## src/rtl/des_pkg.sv

```systemverilog
// -----------------------------------------------------------------------------
// des_pkg
//   Shared types and constants for the iterative DES S-box substitution stage.
//   sbox_in_t  : one 6-bit group presented to an S-box
//   sbox_out_t : one 4-bit S-box result nibble
//   state_t    : sequencer FSM states
// -----------------------------------------------------------------------------
package des_pkg;

  localparam int SBOX_COUNT = 8;

  typedef logic [5:0] sbox_in_t;
  typedef logic [3:0] sbox_out_t;

  typedef enum logic [1:0] {
    IDLE = 2'd0,
    RUN  = 2'd1,
    DONE = 2'd2
  } state_t;

endpackage

```

## src/rtl/des_sbox_rom.sv

```systemverilog
// -----------------------------------------------------------------------------
// des_sbox_rom
//   Combinational lookup into the DES S-boxes S1..S8 (FIPS 46-3).
//   Ports:
//     sel [2:0] : S-box index (0 selects S1 ... 7 selects S8)
//     x   [5:0] : 6-bit group; row = {x[5],x[0]}, column = x[4:1]
//     y   [3:0] : substituted nibble
//   Each table is packed as 64 nibbles, entry (row*16+col) at the MS end first,
//   so one row of the printed table reads left to right as 16 hex digits.
// -----------------------------------------------------------------------------
module des_sbox_rom
  import des_pkg::*;
(
  input  logic [2:0] sel,
  input  sbox_in_t   x,
  output sbox_out_t  y
);

  logic [255:0] tab;
  logic [5:0]   idx;
  logic [7:0]   pos;

  always_comb begin
    case (sel)
      3'd0: tab = 256'hE4D12FB83A6C5907_0F74E2D1A6CB9538_41E8D62BFC973A50_FC8249175B3EA06D;
      3'd1: tab = 256'hF18E6B34972DC05A_3D47F28EC01A69B5_0E7BA4D158C6932F_D8A13F42B67C05E9;
      3'd2: tab = 256'hA09E63F51DC7B428_D709346A285ECBF1_D6498F30B12C5AE7_1AD069874FE3B52C;
      3'd3: tab = 256'h7DE3069A1285BC4F_D8B56F03472C1AE9_A690CB7DF13E5284_3F06A1D8945BC72E;
      3'd4: tab = 256'h2C417AB6853FD0E9_EB2C47D150FA3986_421BAD78F9C5630E_B8C71E2D6F09A453;
      3'd5: tab = 256'hC1AF92680D34E75B_AF427C9561DE0B38_9EF528C3704A1DB6_432C95FAB1E7608D;
      3'd6: tab = 256'h4B2EF08D3C975A61_D0B7491AE35C2F86_14BDC37EAF680592_6BD814A7950FE23C;
      default: tab = 256'hD2846FB1A93E50C7_1FD8A374C56B0E92_7B419CE206ADF358_21E74A8DFC90356B;
    endcase
    idx = {x[5], x[0], x[4:1]};
    // Entry i occupies bits [255-4i -: 4], i.e. [252-4i +: 4].
    pos = 8'd252 - {idx, 2'b00};
    y   = tab[pos +: 4];
  end

endmodule

```

## src/rtl/des_sbox_sequencer.sv

```systemverilog
// -----------------------------------------------------------------------------
// des_sbox_sequencer
//   Iterative DES f-function substitution stage. A 48-bit post-XOR word is
//   accepted, its eight 6-bit groups are pushed through LOOKUPS shared S-box
//   lanes (8/LOOKUPS RUN cycles), and the 32-bit result is presented with a
//   valid/ready handshake.
//   Parameters:
//     LOOKUPS   : parallel S-box lookups per cycle (1, 2, 4 or 8)
//   Ports:
//     clk, rst  : rising-edge clock, asynchronous active-high reset
//     in_data   : group g = in_data[47-6g -: 6] feeds S-box g+1
//     in_valid/in_ready   : input handshake
//     out_data  : nibble g = out_data[31-4g -: 4]; retained after hand-off
//     out_valid/out_ready : output handshake
//     abort     : (only with DES_SBOX_ABORT_EN) drop the block in RUN/DONE
//     busy      : high while in RUN
//   Build option: define DES_SBOX_ABORT_EN to add the abort input.
// -----------------------------------------------------------------------------
module des_sbox_sequencer
  import des_pkg::*;
#(
  parameter int LOOKUPS = 1
) (
  input  logic        clk,
  input  logic        rst,
  input  logic [47:0] in_data,
  input  logic        in_valid,
  output logic        in_ready,
  output logic [31:0] out_data,
  output logic        out_valid,
  input  logic        out_ready,
`ifdef DES_SBOX_ABORT_EN
  input  logic        abort,
`endif
  output logic        busy
);

  if (LOOKUPS != 1 && LOOKUPS != 2 && LOOKUPS != 4 && LOOKUPS != 8) begin : g_bad_lookups
    $error("des_sbox_sequencer: LOOKUPS must be 1, 2, 4 or 8");
  end

  localparam int STEPS = SBOX_COUNT / LOOKUPS;
  localparam int CNT_W = (STEPS > 1) ? $clog2(STEPS) : 1;
  localparam logic [CNT_W-1:0] LAST = CNT_W'(STEPS - 1);

  state_t           state_q, state_d;
  logic [47:0]      in_q, in_d;
  logic [CNT_W-1:0] cnt_q, cnt_d;
  logic [31:0]      out_q, out_d;

  sbox_in_t  grp      [SBOX_COUNT];
  logic [2:0] lane_sel [LOOKUPS];
  sbox_out_t lane_y   [LOOKUPS];

  for (genvar g = 0; g < SBOX_COUNT; g++) begin : g_split
    assign grp[g] = in_q[47-6*g -: 6];
  end

  // Lane l serves group cnt*LOOKUPS + l in the current RUN step.
  for (genvar l = 0; l < LOOKUPS; l++) begin : g_lane
    assign lane_sel[l] = 3'(int'(cnt_q) * LOOKUPS + l);
    des_sbox_rom u_rom (
      .sel (lane_sel[l]),
      .x   (grp[lane_sel[l]]),
      .y   (lane_y[l])
    );
  end

  // NOTE: every signal assigned here gets a default first, so no path leaves
  // one unassigned and no latch is inferred.
  always_comb begin
    state_d   = state_q;
    in_d      = in_q;
    cnt_d     = cnt_q;
    out_d     = out_q;
    in_ready  = 1'b0;
    out_valid = 1'b0;
    busy      = 1'b0;
    case (state_q)
      IDLE: begin
        in_ready = 1'b1;
        if (in_valid) begin
          in_d    = in_data;
          cnt_d   = '0;
          state_d = RUN;
        end
      end
      RUN: begin
        busy = 1'b1;
        for (int g = 0; g < SBOX_COUNT; g++) begin
          for (int l = 0; l < LOOKUPS; l++) begin
            if (lane_sel[l] == 3'(g)) out_d[31-4*g -: 4] = lane_y[l];
          end
        end
        // Counter parks at LAST and is only reloaded by the next accept.
        if (cnt_q == LAST) state_d = DONE;
        else               cnt_d   = cnt_q + 1'b1;
      end
      DONE: begin
        out_valid = 1'b1;
        in_ready  = out_ready;
        if (out_ready) begin
          // Back-to-back: a waiting block starts in the same edge as hand-off.
          if (in_valid) begin
            in_d    = in_data;
            cnt_d   = '0;
            state_d = RUN;
          end else begin
            state_d = IDLE;
          end
        end
      end
      default: state_d = IDLE;
    endcase
`ifdef DES_SBOX_ABORT_EN
    // Abort outranks the DONE handshake; nothing is accepted on that edge.
    if (abort && state_q != IDLE) begin
      state_d  = IDLE;
      cnt_d    = '0;
      in_d     = in_q;
      out_d    = out_q;
      in_ready = 1'b0;
    end
`endif
  end

  // NOTE: state registers use non-blocking assignments so every flop samples
  // the pre-edge value of every other flop.
  always_ff @(posedge clk or posedge rst) begin
    if (rst) begin
      state_q <= IDLE;
      in_q    <= '0;
      cnt_q   <= '0;
      out_q   <= '0;
    end else begin
      state_q <= state_d;
      in_q    <= in_d;
      cnt_q   <= cnt_d;
      out_q   <= out_d;
    end
  end

  assign out_data = out_q;

endmodule
```

## config.mk

```make
export PLATFORM = sky130hd
export DESIGN_NAME = des_sbox_sequencer
export DESIGN_NICKNAME = d
export VERILOG_FILES = /design/src/rtl/des_pkg.sv /design/src/rtl/des_sbox_rom.sv /design/src/rtl/des_sbox_sequencer.sv
export SDC_FILE = /design/constraint.sdc
export NUM_CORES = 1
export LEC_CHECK = 0
export BUFFER_PORTS_ARGS = -buffer_cell sky130_fd_sc_hd__buf_2
export CAP_MARGIN = 40
export CELL_PAD_IN_SITES_DETAIL_PLACEMENT = 1
export CELL_PAD_IN_SITES_GLOBAL_PLACEMENT = 1
export CORE_UTILIZATION = 50
export CTS_BUF_LIST = sky130_fd_sc_hd__clkbuf_4
export CTS_CLUSTER_DIAMETER = 100
export CTS_CLUSTER_SIZE = 40
export DETAILED_ROUTE_END_ITERATION = 12
export PLACE_DENSITY_LB_ADDON = 0.12
export SKIP_LAST_GASP = 1
export SYNTH_ARGS = -nofsm -noshare
export SYNTH_HDL_FRONTEND = slang
export SYNTH_HIERARCHICAL = 1
export SYNTH_SLANG_ARGS = --single-unit
export TNS_END_PERCENT = 20
```

## constraint.sdc

```tcl
create_clock -name clk -period 5.85 [get_ports clk]
set_clock_uncertainty 0.1 [all_clocks]
set_input_delay 1.755 -clock clk [delete_from_list [all_inputs] [get_ports clk]]
set_output_delay 1.755 -clock clk [all_outputs]
set_load 0.05 [all_outputs]
```

# Yosys cells after proc, flatten, opt, wreduce, memory -nomap -nowiden
# Index checks and enable logic that the tools add are counted.
[word_totals] ff_bits=85 out_inout_bits=35 word_cells=63
[classes] add_sub_neg=2 n_lt_le_gt_ge=1 n_eq_ne=13 n_shift=1 mux=19 bitwise_logic=1 reduce_logical=15
[ops] op="$pmux 256 s7" count=1
[ops] op="$shiftx 256x9->4" count=1
[ops] op="$mux 48" count=2
[ops] op="$pmux 48 s2" count=1
[ops] op="$bmux 6 s3" count=1
[ops] op="$reduce_and 2->1" count=9
[ops] op="$eq 3x3->1 const B" count=4
[ops] op="$mux 6" count=2
[ops] op="$mux 3" count=3
[ops] op="$pmux 3 s3" count=1
[ops] op="$ne 2x2->1 const B" count=4
[ops] op="$sub 8x8->8 const A" count=1
[ops] op="$eq 3x2->1 const B" count=2
[ops] op="$mux 2" count=3
[ops] op="$pmux 2 s3" count=1
[ops] op="$reduce_and 3->1" count=2
[ops] op="$ge 4x4->1 const B" count=1
[ops] op="$not 3->4" count=1
[ops] op="$add 3x1->3 const B" count=1
[ops] op="$eq 3x1->1 const B" count=1
[ops] op="$logic_not 3->1" count=1
[ops] op="$mux 1" count=3
[ops] op="$reduce_bool 3->1" count=1
[ops] op="$eq 2x1->1 const B" count=1
[ops] op="other kinds (4)" count=4

# Longest topological paths before layout
[logic_depth] word_depth=6 mapped_depth=17 mapped_depth_nobuf=11

# By module
# Netlist, hierarchy kept.
[by_module_without_submodules] module="des_sbox_sequencer" instances=1 cells_per_inst=247 area_per_inst_um2=3836.2 seq_area_each_um2=2127.0
[by_module_without_submodules] module="des_sbox_rom" instances=1 cells_per_inst=620 area_per_inst_um2=3772.4 seq_area_each_um2=0.0

# Worst setup path before layout
# No wires, ideal clock.
[synth_path] kind="in2out" start="input out_ready" end="output in_ready" arrival_ps=2582 required_time_ps=3995 slack_ps=1413 stages=2 n_path_buf=0 path_cell_list="and2b_4 nor2_1"
[synth_between] elab_chain_len=1
[synth_lines] item="from (decl)" line="des_sbox_sequencer.sv:31" text="input logic out_ready,"
[synth_lines] item="$pmux 1 s2" line="des_sbox_sequencer.sv:79" text="case (state_q)"
[synth_lines] item="to (decl)" line="des_sbox_sequencer.sv:28" text="output logic in_ready,"
# Every way passes these cells.

==> flow_metrics.py <==
metrics = {
    "floorplanning": {
        "initial_core_util_pct": 51.8,
        "num_rows": 44,
        "fp.dieH_um": 125,
        "core_mm2": 0.0147,
        "boundaryPins": 87,
        "die_w_um": 125,
        "dieArea_mm2": 0.0157,
    },
    "status": {
        "status": "completed",
    },
    "yosys": {
        "netlist-cell-type-count": 82,
        "synth-compound-area-share_pct": 26.6,
        "yosys.area_share.simple_pct": 16.5,
        "synth_flop_cell": "dfrtp_1",
        "synth_common_cells": "dfrtp_1, nand2_1, a21oi_1, o21ai_0, mux2_2",
        "postSynthAreaPerCell_um2": 8.78,
        "synth_top_family_by_area": "compound AO/OA/AOI/OAI gates",
        "syn-cell-area_mm2": 0.00761,
        "yosysTopAreaCellShare_pct": 28.0,
        "ys_ff_latch": 85,
        "yosys.area_share.xor_xnor_pct": 0.674,
        "yosysSeqAreaShare_pct": 28.0,
        "synth_fa_ha_area_share_pct": 2.04,
        "synthMuxAreaShare_pct": 17.0,
        "post_synth_inst_count": 867,
        "yosys_warnings": 6,
        "synth_edf_count": 0,
        "synth_top_area_cell": "dfrtp_1",
        "synthTopCellsByArea": "dfrtp_1, mux2_2, a21oi_1, o21ai_0, nand2_1",
        "async_reset_ff_share_pct": 100,
        "synth_nets": 929,
    },
    "timing": {
        "fin_crit_ns": 4.89,
        "fmax_mhz": 205,
        "setup_tns_ns": 0,
        "worstMarginPinSlew_ns": 0.994,
        "setup_viol": 0,
        "fin_crit_sh_pct": 83.6,
        "drv_slew": 0,
        "relSlewSlack_pct": 33.5,
        "hold_viol": 0,
        "rsz0062_at_grt": "no",
    },
    "detailed_routing": {
        "first_pass_iters": 5,
        "viasPerCell": 7.33,
        "drtIter0Drc": 1025,
        "vias": 7963,
        "postRouteAntennaNets": 0,
        "drcViolationCount": 0,
        "drt-total-wl_um": 31500,
        "routedWlPerCell_um": 29.0,
    },
    "clock_tree": {
        "cts_tree": "yes",
        "cts_sinks": 85,
        "ctsRootBufferMaster": "clkbuf_4",
        "post_cts_buffers": 0,
        "ctsHoldBuffers": 0,
        "cts_buffers": 9,
        "clk-insertion-delay-late_ns": 0.44,
        "htreeDepth": 3,
        "clk_pin_slew_worst_paths_ns": 0.13,
        "post_cts_resize_count": 0,
        "cts_max_path_buffers": 2,
    },
    "global_routing": {
        "grt_max_degree": 66,
        "gr-total-overflow": 0,
        "grt_pass1_vias": 8086,
        "grt_antenna_before_repair": 2,
        "track_usage_pct": 40.7,
        "grt_first_pass_wirelength_um": 48700,
    },
    "place": {
        "globalplace.congestion": 1.07,
        "dp.cells": 1068,
        "port-buffer-count": 86,
        "dpl.hpwl_um": 21900,
    },
    "final_layout": {
        "final_cells": 1086,
        "area_growth_pct": 4.47,
        "final_layout_size_suffix_gt1_share_pct": 27.9,
        "final_nets": 958,
    },
    "setup_path": {
        "critPathArrivalTime_ns": 5.16,
        "r2r_cells": 13,
        "endpoint_kind": "flop",
        "worstPathRequired_ns": 6.12,
        "cp_max_fo": 30,
        "critical_path_class": "flop to flop",
        "crit_path_start_kind": "flop",
    },
    "hold_path": {
        "hold_path_class": "flop to flop",
        "holdPathStages": 1,
    },
    "job": {
        "maxCapViolCount": 0,
    },
}
final timing paths:
kind                              start      endpoint  slack, ns
setup / recovery               cnt_q[0]   out_data[0]       0.96
hold / removal             out_data[13]  out_data[13]       0.42
setup reg to reg               cnt_q[0]   out_data[0]       0.96
hold reg to reg            out_data[13]  out_data[13]       0.42
max in group asynchronous           rst      cnt_q[0]       3.31
min in group asynchronous           rst   out_data[2]       1.25
metrics by stage:
stage	util, %	area, um2	setup WS (ns)	hold slack (ns)
after floorplan	-	7610	1.41	0.375
after global placement	53.2	7820	0.915	0.383
after detailed placement	53.3	7840	0.999	0.393
after CTS	54.0	7940	0.956	0.423
after global routing	54.1	7950	0.761	0.442
final	54.1	7950	0.961	0.425
final cells by class:
| cell class | instances | area (um2) |
|---|---|---|
| Fill cell | 1785 | 6750 |
| Multi-Input combinational cell | 673 | 4790 |
| Sequential cell | 85 | 2140 |
| Timing Repair Buffer | 114 | 636 |
| Tap cell | 184 | 230 |
| Clock buffer | 10 | 75.1 |
| Inverter | 13 | 50.0 |
| Clock inverter | 5 | 28.8 |
| Antenna cell | 2 | 5.00 |
state kept, by name, indices dropped and copies added (netlist names):
register,flops
grp,48
cnt_q,3
out_data,32
state_q,2
cell usage in the layout, fill, tap and decap left out, types with 16 or more instances in the layout:
master    instances
nand3_1          20
buf_2            88
mux2_2           60
o22ai_1          18
nor2_1           51
a21oi_1          81
nand2b_1         17
mux2_4           20
buf_4            26
dfrtp_1          82
nand2_1          82
o221ai_1         16
o21ai_0          76
layer usage:
layer  vias up  GRT usage [%]  wire (um)
li1       3321              -          -
met1      3880           51.2      11800
met2       601           64.0      14400
met3       161           7.96       3130
met4         0           26.5       2080
met5         -              0          0
worst max-delay path, cell delays in order (launching register included):
cell       delay (ns)
dfrtp_4          0.65
mux4_2           0.56
nand2_1          0.11
nand2_2          0.36
buf_4            0.34
or2b_1           0.66
nand2_2          0.15
nand2_1          0.12
o221ai_1         0.11
a2111oi_0        0.75
nor4_1           0.11
nor3_1           0.32
buf_2            0.26
mux2_2           0.18
logic make-up after synthesis:
logic type,after synthesis
compound gates,312
buf+inv,109
simple gates,249
xor+xnor,5
flops,85
fa+ha+maj,10
mux,97
Power is not shown: default switching activity piles up to over one toggle a cycle in this logic, so the estimate is an artifact.
